File: src/rtl/led_pwm_driver_if.sv
// rtl/led_pwm_driver_if.sv - peripheral register bus shared with the LED bit peripheral
interface led_pwm_driver_if;
    logic [3:0]  address;
    logic        write_en;
    logic        read_en;
    logic [31:0] data_in;
    logic [31:0] data_out;

    modport master (
        output address,
        output write_en,
        output read_en,
        output data_in,
        input  data_out
    );

    modport slave (
        input  address,
        input  write_en,
        input  read_en,
        input  data_in,
        output data_out
    );
endinterface

File: src/rtl/led_pwm_driver.sv
// rtl/led_pwm_driver.sv - LED pin driver with PWM brightness, blinking and polarity inversion
module led_pwm_driver #(
    parameter int PRESC_W = 16,
    parameter int BLINK_W = 16
) (
    input  logic              clk,
    input  logic              rst_n,
    led_pwm_driver_if.slave   bus,
    input  logic              led_req,
    output logic              led_pin
);
    typedef enum logic {IDLE, RUN} state_t;

    state_t               state, state_nxt;
    logic [2:0]           ctrl_r;
    logic [7:0]           duty_r;
    logic [PRESC_W-1:0]   presc_r;
    logic [BLINK_W-1:0]   blink_r;
    logic [PRESC_W-1:0]   presc_cnt;
    logic [7:0]           pwm_cnt;
    logic [BLINK_W-1:0]   blink_cnt;
    logic                 phase;

    logic enable, blink_en, invert;
    logic running, tick, period_end, pwm_on, raw;

    assign enable   = ctrl_r[0];
    assign blink_en = ctrl_r[1];
    assign invert   = ctrl_r[2];
    assign running  = (state == RUN);

    // >= rather than == so shrinking PRESC below the live count ticks at once
    assign tick       = running && (presc_cnt >= presc_r);
    assign period_end = tick && (pwm_cnt == 8'hFF);
    assign pwm_on     = (duty_r == 8'hFF) ? 1'b1 : (pwm_cnt < duty_r);
    assign raw        = running && pwm_on && (!blink_en || phase);

    // Configuration registers; upper data bits are simply dropped
    always_ff @(posedge clk or negedge rst_n) begin
        if (!rst_n) begin
            ctrl_r  <= 3'b001;
            duty_r  <= 8'hFF;
            presc_r <= '0;
            blink_r <= '0;
        end else if (bus.write_en) begin
            case (bus.address)
                4'h1: ctrl_r  <= bus.data_in[2:0];
                4'h2: duty_r  <= bus.data_in[7:0];
                4'h3: presc_r <= bus.data_in[PRESC_W-1:0];
                4'h4: blink_r <= bus.data_in[BLINK_W-1:0];
                default: ;
            endcase
        end
    end

    // Combinational read mux; reflects pre-write contents on a same-cycle write
    always_comb begin
        bus.data_out = 32'h0;
        if (bus.read_en) begin
            case (bus.address)
                4'h1: bus.data_out = 32'(ctrl_r);
                4'h2: bus.data_out = 32'(duty_r);
                4'h3: bus.data_out = 32'(presc_r);
                4'h4: bus.data_out = 32'(blink_r);
                // phase is only meaningful while running, so it reads 0 when idle
                4'h5: bus.data_out = {29'h0, running, phase & running, led_pin};
                default: bus.data_out = 32'h0;
            endcase
        end
    end

    // State register
    always_ff @(posedge clk or negedge rst_n) begin
        if (!rst_n) state <= IDLE;
        else        state <= state_nxt;
    end

    // Next-state: run only while enabled and requested
    always_comb begin
        state_nxt = state;
        case (state)
            IDLE: if (enable && led_req)    state_nxt = RUN;
            RUN:  if (!enable || !led_req)  state_nxt = IDLE;
            default: state_nxt = IDLE;
        endcase
    end

    // Prescaler, PWM and blink counters; idle holds them so each run starts fresh and lit
    always_ff @(posedge clk or negedge rst_n) begin
        if (!rst_n) begin
            presc_cnt <= '0;
            pwm_cnt   <= '0;
            blink_cnt <= '0;
            phase     <= 1'b1;
        end else if (!running) begin
            presc_cnt <= '0;
            pwm_cnt   <= '0;
            blink_cnt <= '0;
            phase     <= 1'b1;
        end else begin
            presc_cnt <= tick ? '0 : presc_cnt + 1'b1;
            if (tick)
                pwm_cnt <= pwm_cnt + 8'd1;
            if (period_end) begin
                if (blink_cnt >= blink_r) begin
                    phase     <= ~phase;
                    blink_cnt <= '0;
                end else begin
                    blink_cnt <= blink_cnt + 1'b1;
                end
            end
        end
    end

    // Registered pin drive with polarity inversion
    always_ff @(posedge clk or negedge rst_n) begin
        if (!rst_n) led_pin <= 1'b0;
        else        led_pin <= raw ^ invert;
    end
endmodule

File: src/flat_wrapper.sv
// flat-port wrapper written by rule: the top's interface ports become plain ports
module led_pwm_driver_flat 
#(
    parameter int PRESC_W = 16,
    parameter int BLINK_W = 16
)
  (clk, rst_n, led_req, led_pin, bus_address, bus_write_en, bus_read_en, bus_data_in, bus_data_out);
  led_pwm_driver_if bus_i ();
  input  logic clk;
  input  logic rst_n;
  input  logic led_req;
  output logic led_pin;
  input wire logic [$bits(bus_i.address)-1:0] bus_address;
  input wire logic [$bits(bus_i.write_en)-1:0] bus_write_en;
  input wire logic [$bits(bus_i.read_en)-1:0] bus_read_en;
  input wire logic [$bits(bus_i.data_in)-1:0] bus_data_in;
  output wire logic [$bits(bus_i.data_out)-1:0] bus_data_out;
  assign bus_i.address = bus_address;
  assign bus_i.write_en = bus_write_en;
  assign bus_i.read_en = bus_read_en;
  assign bus_i.data_in = bus_data_in;
  assign bus_data_out = bus_i.data_out;
  led_pwm_driver #(.PRESC_W(PRESC_W), .BLINK_W(BLINK_W)) u_core (.clk(clk), .rst_n(rst_n), .bus(bus_i), .led_req(led_req), .led_pin(led_pin));
endmodule
File: config.mk
export PLATFORM = sky130hd
export DESIGN_NAME = led_pwm_driver_flat
export DESIGN_NICKNAME = d
export VERILOG_FILES = /design/src/rtl/led_pwm_driver_if.sv /design/src/rtl/led_pwm_driver.sv /design/src/flat_wrapper.sv
export SDC_FILE = /design/constraint.sdc
export NUM_CORES = 1
export LEC_CHECK = 0
export ABC_AREA = 1
export CELL_PAD_IN_SITES_DETAIL_PLACEMENT = 1
export CELL_PAD_IN_SITES_GLOBAL_PLACEMENT = 1
export CORE_MARGIN = 3
export CORE_UTILIZATION = 45
export CTS_BUF_LIST = sky130_fd_sc_hd__clkbuf_2 sky130_fd_sc_hd__clkbuf_4 sky130_fd_sc_hd__clkbuf_8
export CTS_CLUSTER_SIZE = 12
export DETAILED_ROUTE_END_ITERATION = 10
export PLACE_DENSITY_LB_ADDON = 0.1
export SYNTH_ARGS = -nofsm -noshare
export SYNTH_HDL_FRONTEND = slang
export SYNTH_SLANG_ARGS = --single-unit
File: constraint.sdc
create_clock -name clk -period 4.3 [get_ports clk]
set_input_delay 1.29 -clock clk [delete_from_list [all_inputs] [get_ports clk]]
set_output_delay 1.29 -clock clk [all_outputs]
set_load 0.1 [all_outputs]
==> impl_results.md <==
- Clk pwr share: between 30 and 40%
- Max Fanout on Critical Path: 6
- Dominant synthesized flop cell: dfrtp_1
- Diode count: 0
- First DRT Iteration DRCs: 227
- H-tree Lvls: 3
- Commonest cells in the netlist: nand2_1, inv_1, dfrtp_1
- PnR Total Power: 2270 µW
- Min-Delay Path Class: reg2reg
- Leak: 0.00317 µW
- Async set-reset flop share out of synthesis: 100%
- Synth top area cells: dfrtp_1, nand2_1, ha_1, inv_1, o21ai_0
- Pre-antenna DRT Iters: 4
- Placed cell areas: 6210 µm²
- Flops & latches, synth: 86
- Arrival time worst endpoint: about 3 ns
- Final setup vio count: 0
- Worst-path clk slew: 0.08 ns
- Worst-Margin Slew: 0.977 ns
- Vias in the first global route: 5276
- Top-area cell type share of the netlist area: between 30% and 40%
- DRT antenna net count: 0
- RD Place Congestion: 0.794
- Count leader, synth: nand2_1
- EDFF count, synth: 0
- DRT Wirelength: approximately 16000 µm
- Reg2Reg Capture Point: u_core.blink_cnt[11]
- Synth area leader: dfrtp_1
- Starting Density: 47.2%
- Rel. slew slack: 34.7%
- Final layout net count: 869
- CTS root buffer: clkbuf_8
- CP max-delay cell: clkdlybuf4s50_1
- Total global routing overflow: 0
- CTS tree: built
- Seq pwr share: 44.0%
- CTS Buffer Depth: 2
- CP delay by family, top: buffers and inverters
- NetSw: 803 µW
- Cell Area, Synth: 5530 µm²
- Die area: 13700 µm²
- # hold bufs at CTS: 0
- Crit share post-route: 99.4%
- Boundary Pins: 74
- Share of cells above drive strength 1: 10.1%
- CP endpoint kind: primary output
- FILL cells: 1465
- Die width: 117 µm
- DP Worst Slack: 0.00734 ns
- Hold Fails Final Rpt: 0
- Cells along the critical path: clkdlybuf4s50_1 > inv_1 > nand3_1 > buf_4 > nor2_1 > o21ai_0 > inv_1 > buf_12
- Switching share of power: 35.4%
- Yosys cell types: 35
- Initial antenna violation count: 0
- Slew Limit Fails: 0
- Vias: 4977
- Setup crit start: bus_address[0]
- Post-CTS setup buffer count: 0
- Clk_skew: 0.00967 ns
- Row count: 39
- Largest net degree at the start of global routing: 41
- Comb pwr share: 25.6%
- R2R setup slack: 1.67 ns
- CP Class: in2out
- I/O Buffers: 41
- Die height: 117 µm
- Worst endpoint required time: 3.01 ns
- Post-DR wirelength/cell: 17.2 µm
- RR Startpoint: u_core.presc_cnt[3]
- Max IR drop VDD: 0.183 mV
- GR Util All Layers: 24.6%
- HP Start: u_core.presc_r[7]
- Hold EP: u_core.presc_r[7]
- Worst skew pair latency: around 0.38 ns
- WP buf/inv: 5
- Max-Cap Viols: 0
- Seq/Total Area, Yosys: 39.1%
- Worst hold stages: 2
- R2R cell count: 13
- Dpl hpwl: 12300 µm
- Core Area: approximately 12000 µm²
- Status: completed
- Post-Syn Area per Cell: 7.41 µm²
- Crit-path max cell delay: 0.56 ns
- PwrDens: 351 nW/µm²
- TNS Setup: 0 ns
- Setup WS post-layout: ~0.024 ns
- First-pass GRT wire length: 25900 µm
- Startpoint type of the worst setup path: input pin
- Max Clk Rate: 0.234 GHz
- Area grow syn2layout: 17.1%
- Instance count of the mapped netlist: 746
- Crit path time final: 4.28 ns
- TritonCTS Buffers: 9
- Cell area after layout: approximately 6500 µm²
- Pint: 1470 µW
- Vias/cell: 5.33
- Post-route DRC: 0
- Most used cell, CP: inv_1
- Ys Warns: 0
- TritonCTS Sinks: 86
[cells in the final DEF (no fill, tap or decap), drive strengths merged, types with 9 or more instances in the layout]
cell / synthesis / layout
conb: 1 / 16
clkdlybuf4s50: 0 / 23
buf: 25 / 22
dfrtp: 76 / 76
nor3: 22 / 22
a21oi: 29 / 29
nor2: 58 / 58
nand3: 35 / 35
nand4: 9 / 9
dfstp: 10 / 10
clkbuf: 7 / 13
inv: 114 / 114
nand2: 218 / 218
ha: 42 / 42
o21ai: 61 / 61
xor2: 13 / 13
[state kept, by name, summed over array words and instances (netlist names)]
name,cells
u_core.blink_cnt,16
u_core.blink_r,16
u_core.presc_cnt,16
u_core.presc_r,16
u_core.duty_r,8
u_core.pwm_cnt,8
u_core.ctrl_r,3
u_core.led_pin,1
u_core.phase,1
u_core.running,1
[routing by layer]
metal | routed length [µm] | GRT usage [%]
met5 | 0 | 0
met4 | 408 | 10.1
met3 | 392 | 2.78
met2 | 8200 | 43.2
met1 | 7080 | 30.7
[final cells by class]
class	count	area (µm²)	share of cell area (%)
well taps	143	179	2.76
repair buffers	46	612	9.45
clock buffers	13	173	2.67
inverters	114	430	6.65
multi-input cells	529	2850	44.0
flip-flops and latches	86	2160	33.4
clock inverters	3	65.1	1.00
[worst max-delay path by stage]
| stage | to | slack (ns) | cells after the start |
|---|---|---|---|
| after floorplan | bus_data_out[0] | 0.12 | 8 |
| after global routing | bus_data_out[6] | -0.01 | 8 |
| after CTS | bus_data_out[8] | 0.005 | 8 |
| after global placement | bus_data_out[8] | 0.12 | 8 |
| after detailed placement | bus_data_out[8] | 0.007 | 8 |
| final | bus_data_out[6] | 0.02 | 8 |
[worst reg2reg max path, cell delays in order, from the launching register on]
cell and delay (ns):
dfrtp_1 0.46, ha_1 0.35, nand2_1 0.10, nor2_1 0.07
nor2_1 0.10, nand2_1 0.08, nand2_1 0.06, nand2_1 0.04
nand2_1 0.08, nand3_2 0.43, nand2_4 0.43, inv_4 0.16
nand2_1 0.11, nand2_1 0.05
[per-stage QoR]
stage,hold slack (ns),cells,util [%]
2_1_floorplan,0.453,761,-
3_3_place_gp,0.465,918,53.0
3_5_place_dp,0.473,918,53.0
4_1_cts,0.493,934,55.1
5_1_grt,0.506,934,55.3
6_report,0.489,934,55.3
[kinds of logic after synthesis]
logic type | after synthesis | synth area share [%]
AND/OR/NAND/NOR | 347 | 26.6
buffers and inverters | 146 | 11.4
AO/OA/AOI/OAI | 104 | 10.1
flip-flops | 86 | 39.1
adder cells (fa/ha/maj) | 42 | 9.50
XOR/XNOR | 20 | 3.17
other | 1 | 0.0678
[power by group through the flow]
stage          clock network (µW)  logic [µW]  registers, µW
2_1_floorplan                   0         401           1000
3_3_place_gp                    0         543           1010
3_5_place_dp                    0         578           1010
4_1_cts                       701         583            999
5_1_grt                       737         651           1010
6_report                      689         581           1000
[repair_timing]
item                                   CTS  global route
endpoints found under the hold margin    0             0
resized for setup                        0             8
setup endpoints to repair                0            10
Note: power is estimated with default switching activity, not from simulation.
==> RTL change: new RTL, config.mk and constraints unchanged <==
Make the reset (`rst_n`) synchronous in 4 clocked blocks.
--- a/src/rtl/led_pwm_driver.sv
+++ b/src/rtl/led_pwm_driver.sv
@@ -37,5 +37,5 @@
 
     // Configuration registers; upper data bits are simply dropped
-    always_ff @(posedge clk or negedge rst_n) begin
+    always_ff @(posedge clk) begin
         if (!rst_n) begin
             ctrl_r  <= 3'b001;
@@ -71,5 +71,5 @@
 
     // State register
-    always_ff @(posedge clk or negedge rst_n) begin
+    always_ff @(posedge clk) begin
         if (!rst_n) state <= IDLE;
         else        state <= state_nxt;
@@ -87,5 +87,5 @@
 
     // Prescaler, PWM and blink counters; idle holds them so each run starts fresh and lit
-    always_ff @(posedge clk or negedge rst_n) begin
+    always_ff @(posedge clk) begin
         if (!rst_n) begin
             presc_cnt <= '0;
@@ -114,5 +114,5 @@
 
     // Registered pin drive with polarity inversion
-    always_ff @(posedge clk or negedge rst_n) begin
+    always_ff @(posedge clk) begin
         if (!rst_n) led_pin <= 1'b0;
         else        led_pin <= raw ^ invert;
Formal check against the unedited RTL: differs if rst_n is asserted again (counterexample within 4 cycles, from zero or initial values and one cycle with rst_n low); with rst_n held inactive, the same outputs for 4 cycles.
==> RTL change against the unedited design <==
- design area shrank 4.9%
- setup slack better by 98 ps
- cell count down 1.4%
- hold slack got worse by 5.3 ps
- die area shrank 5.2%
- sequential cell count unchanged
- area after synthesis shrank 5.5%
- sequential share of layout area fell by 5.5 points
- via count decreased by 2.3%
- first-iteration DRC count shrank 23%
- routed wire length down 8.4%
- critical path type unchanged
Power is not compared: it rests on default switching activity, and its combinational part moved more than twofold at a synthesized area within 25%.
==> RTL change: results (changes against the unedited design) <==
Final layout
  • Final cell count without fillers: 921 (-1.4%)
  • Filler cells: 1437 (-1.9%)
  • Ant diodes: 0 (unchanged)
  • Share of layout cells above drive strength 1: 12.3% (+2.2 points)
  • Fin nets: 859 (-1.2%)

Clock network
  • TritonCTS buffer count: 9 (unchanged)
  • H-tree depth: 3 (unchanged)
  • Clock transition at path regs: 90 ps
  • Root Buffer: clkbuf_8
  • Clock latency on the worst-skew pair: 380 ps (about the same)
  • Clock buffer depth: 2 (unchanged)

Setup path
  • Max incr delay on CP: 460 ps (-100 ps)
  • Worst EP arrival: 2890 ps (-100 ps)
  • Worst R2R Setup Slack: 1760 ps (+90 ps)
  • Worst r2r src: u_core.presc_r[13]
  • WS Path Type: in -> out
  • Worst r2r dst: u_core.presc_cnt[9]
  • R2R cell count: 9 (-4)
  • CP Launch Point: bus_address[3]
  • CP Max Fanout: 9 (+3)
  • Critical Path Sink: bus_data_out[15]
  • Slowest-stage cell, CP: clkdlybuf4s50_1

Global route
  • Gr usage total: 23.6% (-1.0 points)
  • Vias in the first global route: 4997 (-5.3%)
  • Met3 Use GR: 4.99% (+2.2 points)
  • Global-route wire length before repair: 24600 µm (-4.9%)
  • Pin count of the biggest net entering global routing: 46 (+12%)
  • M2 GR Usage: 41.2% (-2.0 points)
  • Initial antenna violation count: 0 (unchanged)
  • GR Layer Usage met1: 30.0% (-0.70 points)

Synth
  • Most used DFF post-synth: dfxtp_1
  • Asr flop ratio synth: 0% (-100 points)
  • Syn. warnings: 0 (unchanged)
  • Synth unique cells: 40 (+14%)
  • Most instantiated cells after synthesis: 146 x nand2_1, 97 x inv_1, 86 x dfxtp_1, 76 x a21oi_1, 67 x nor2_1
  • Gate Count Post-Synth: 742 (-0.54%)
  • Post-synth EDFFs: 0 (unchanged)
  • Top cells by area, synth: dfxtp_1 33%, nand2_1 10%, ha_1 10%
  • Sequential area share after synthesis: 32.9% (-6.2 points)

Drt
  • Vias: 4865 (-2.3%)
  • Starting DRT DRC Count: 174 (-23%)
  • Initial DRT Pass Iterations: 4 (unchanged)
  • Final WL: 14700 µm (-8.4%)

Pwr
  • P_leak: 2.44 nW
  • Peak supply drop: 0.000285 V

Outcome
  • Outcome: finished, final reports clean

Placed design
  • Placed Cells: 905 (-1.4%)
  • Placed Area: 0.00588 mm² (-5.4%)
  • PortBufs: 41 (unchanged)
  • Placer's final routability congestion estimate: 0.885 (+12%)
  • Placed wire-length estimate: 11300 µm (-8.5%)

Timing
  • Slew headroom: 35.8% (+1.2 points)
  • Clock skew: 9.58 ps (-0.0867 ps)

Min path
  • Worst Hold Class: reg -> reg
==> RTL change: kinds of logic (layout without fill, tap and decap cells) <==
| group | Yosys count | after routing | synth area share [%] |
|---|---|---|---|
| compound gates | 158 | 158 | 16.7 |
| flops | 86 | 86 | 32.9 |
| other cells | 1 | 16 | 0.0717 |
| simple gates | 295 | 295 | 25.4 |
| buf+inv | 142 | 166 | 11.9 |
| fa+ha+maj | 42 | 42 | 10.1 |
| xor+xnor | 18 | 18 | 3.02 |
==> RTL change: where the power goes <==
part,internal [W],switching [W],total [W]
Sequential,0.000806,0.00000646,0.000813
Clock,0.000451,0.000303,0.000754
Combinational,0.0000574,0.000173,0.000230
==> RTL change: how the worst min path moves through the flow <==
stage,startpoint,to,slack [ps],depth (start not counted)
6_report,u_core.phase,u_core.phase,480,2
3_3_place_gp,u_core.phase,u_core.phase,440,2
3_5_place_dp,u_core.phase,u_core.phase,460,2
2_1_floorplan,u_core.phase,u_core.phase,430,2
4_1_cts,u_core.phase,u_core.phase,490,2
5_1_grt,u_core.presc_r[15],u_core.presc_r[15],520,2
==> RTL change: what timing repair did <==
| item | in CTS | in global routing |
|---|---|---|
| endpoints found under the setup margin | 1 | 4 |
| hold buffers | 0 | 0 |
| gates resized for setup | 1 | 3 |
| gates cloned | 0 | 0 |
| pin swaps | 0 | 0 |
| setup buffers | 0 | 0 |
==> RTL change: area by class of cell <==
type                            count  area [µm²]  share of cell area (%)
Multi-Input combinational cell    529        3000                    48.7
Sequential cell                    86        1720                    28.0
Timing Repair Buffer               45         601                    9.75
Inverter                          105         395                    6.42
Tap cell                          140         175                    2.84
Clock inverter                      6         134                    2.17
Clock buffer                       10         131                    2.13
==> RTL change: routing by layer <==
metal,wire [µm],vias up
li1,-,2452
met1,6690,2347
met2,7510,54
met3,406,12
met4,125,0
met5,0,-
==> RTL change: stage by stage <==
step	setup slack [ps]	hold WS (ps)	TNS (ps)
after CTS	50.8	485	0
after floorplan	161	429	0
after global placement	109	439	0
after global routing	16.4	518	0
final	122	484	0
after detailed placement	-15.8	461	-15.8
==> RTL change: worst max-delay path, delay by kind of cell <==
family	cells	cell delay [ps]
compound gates	1	240
simple gates	4	490
buf+inv	3	850
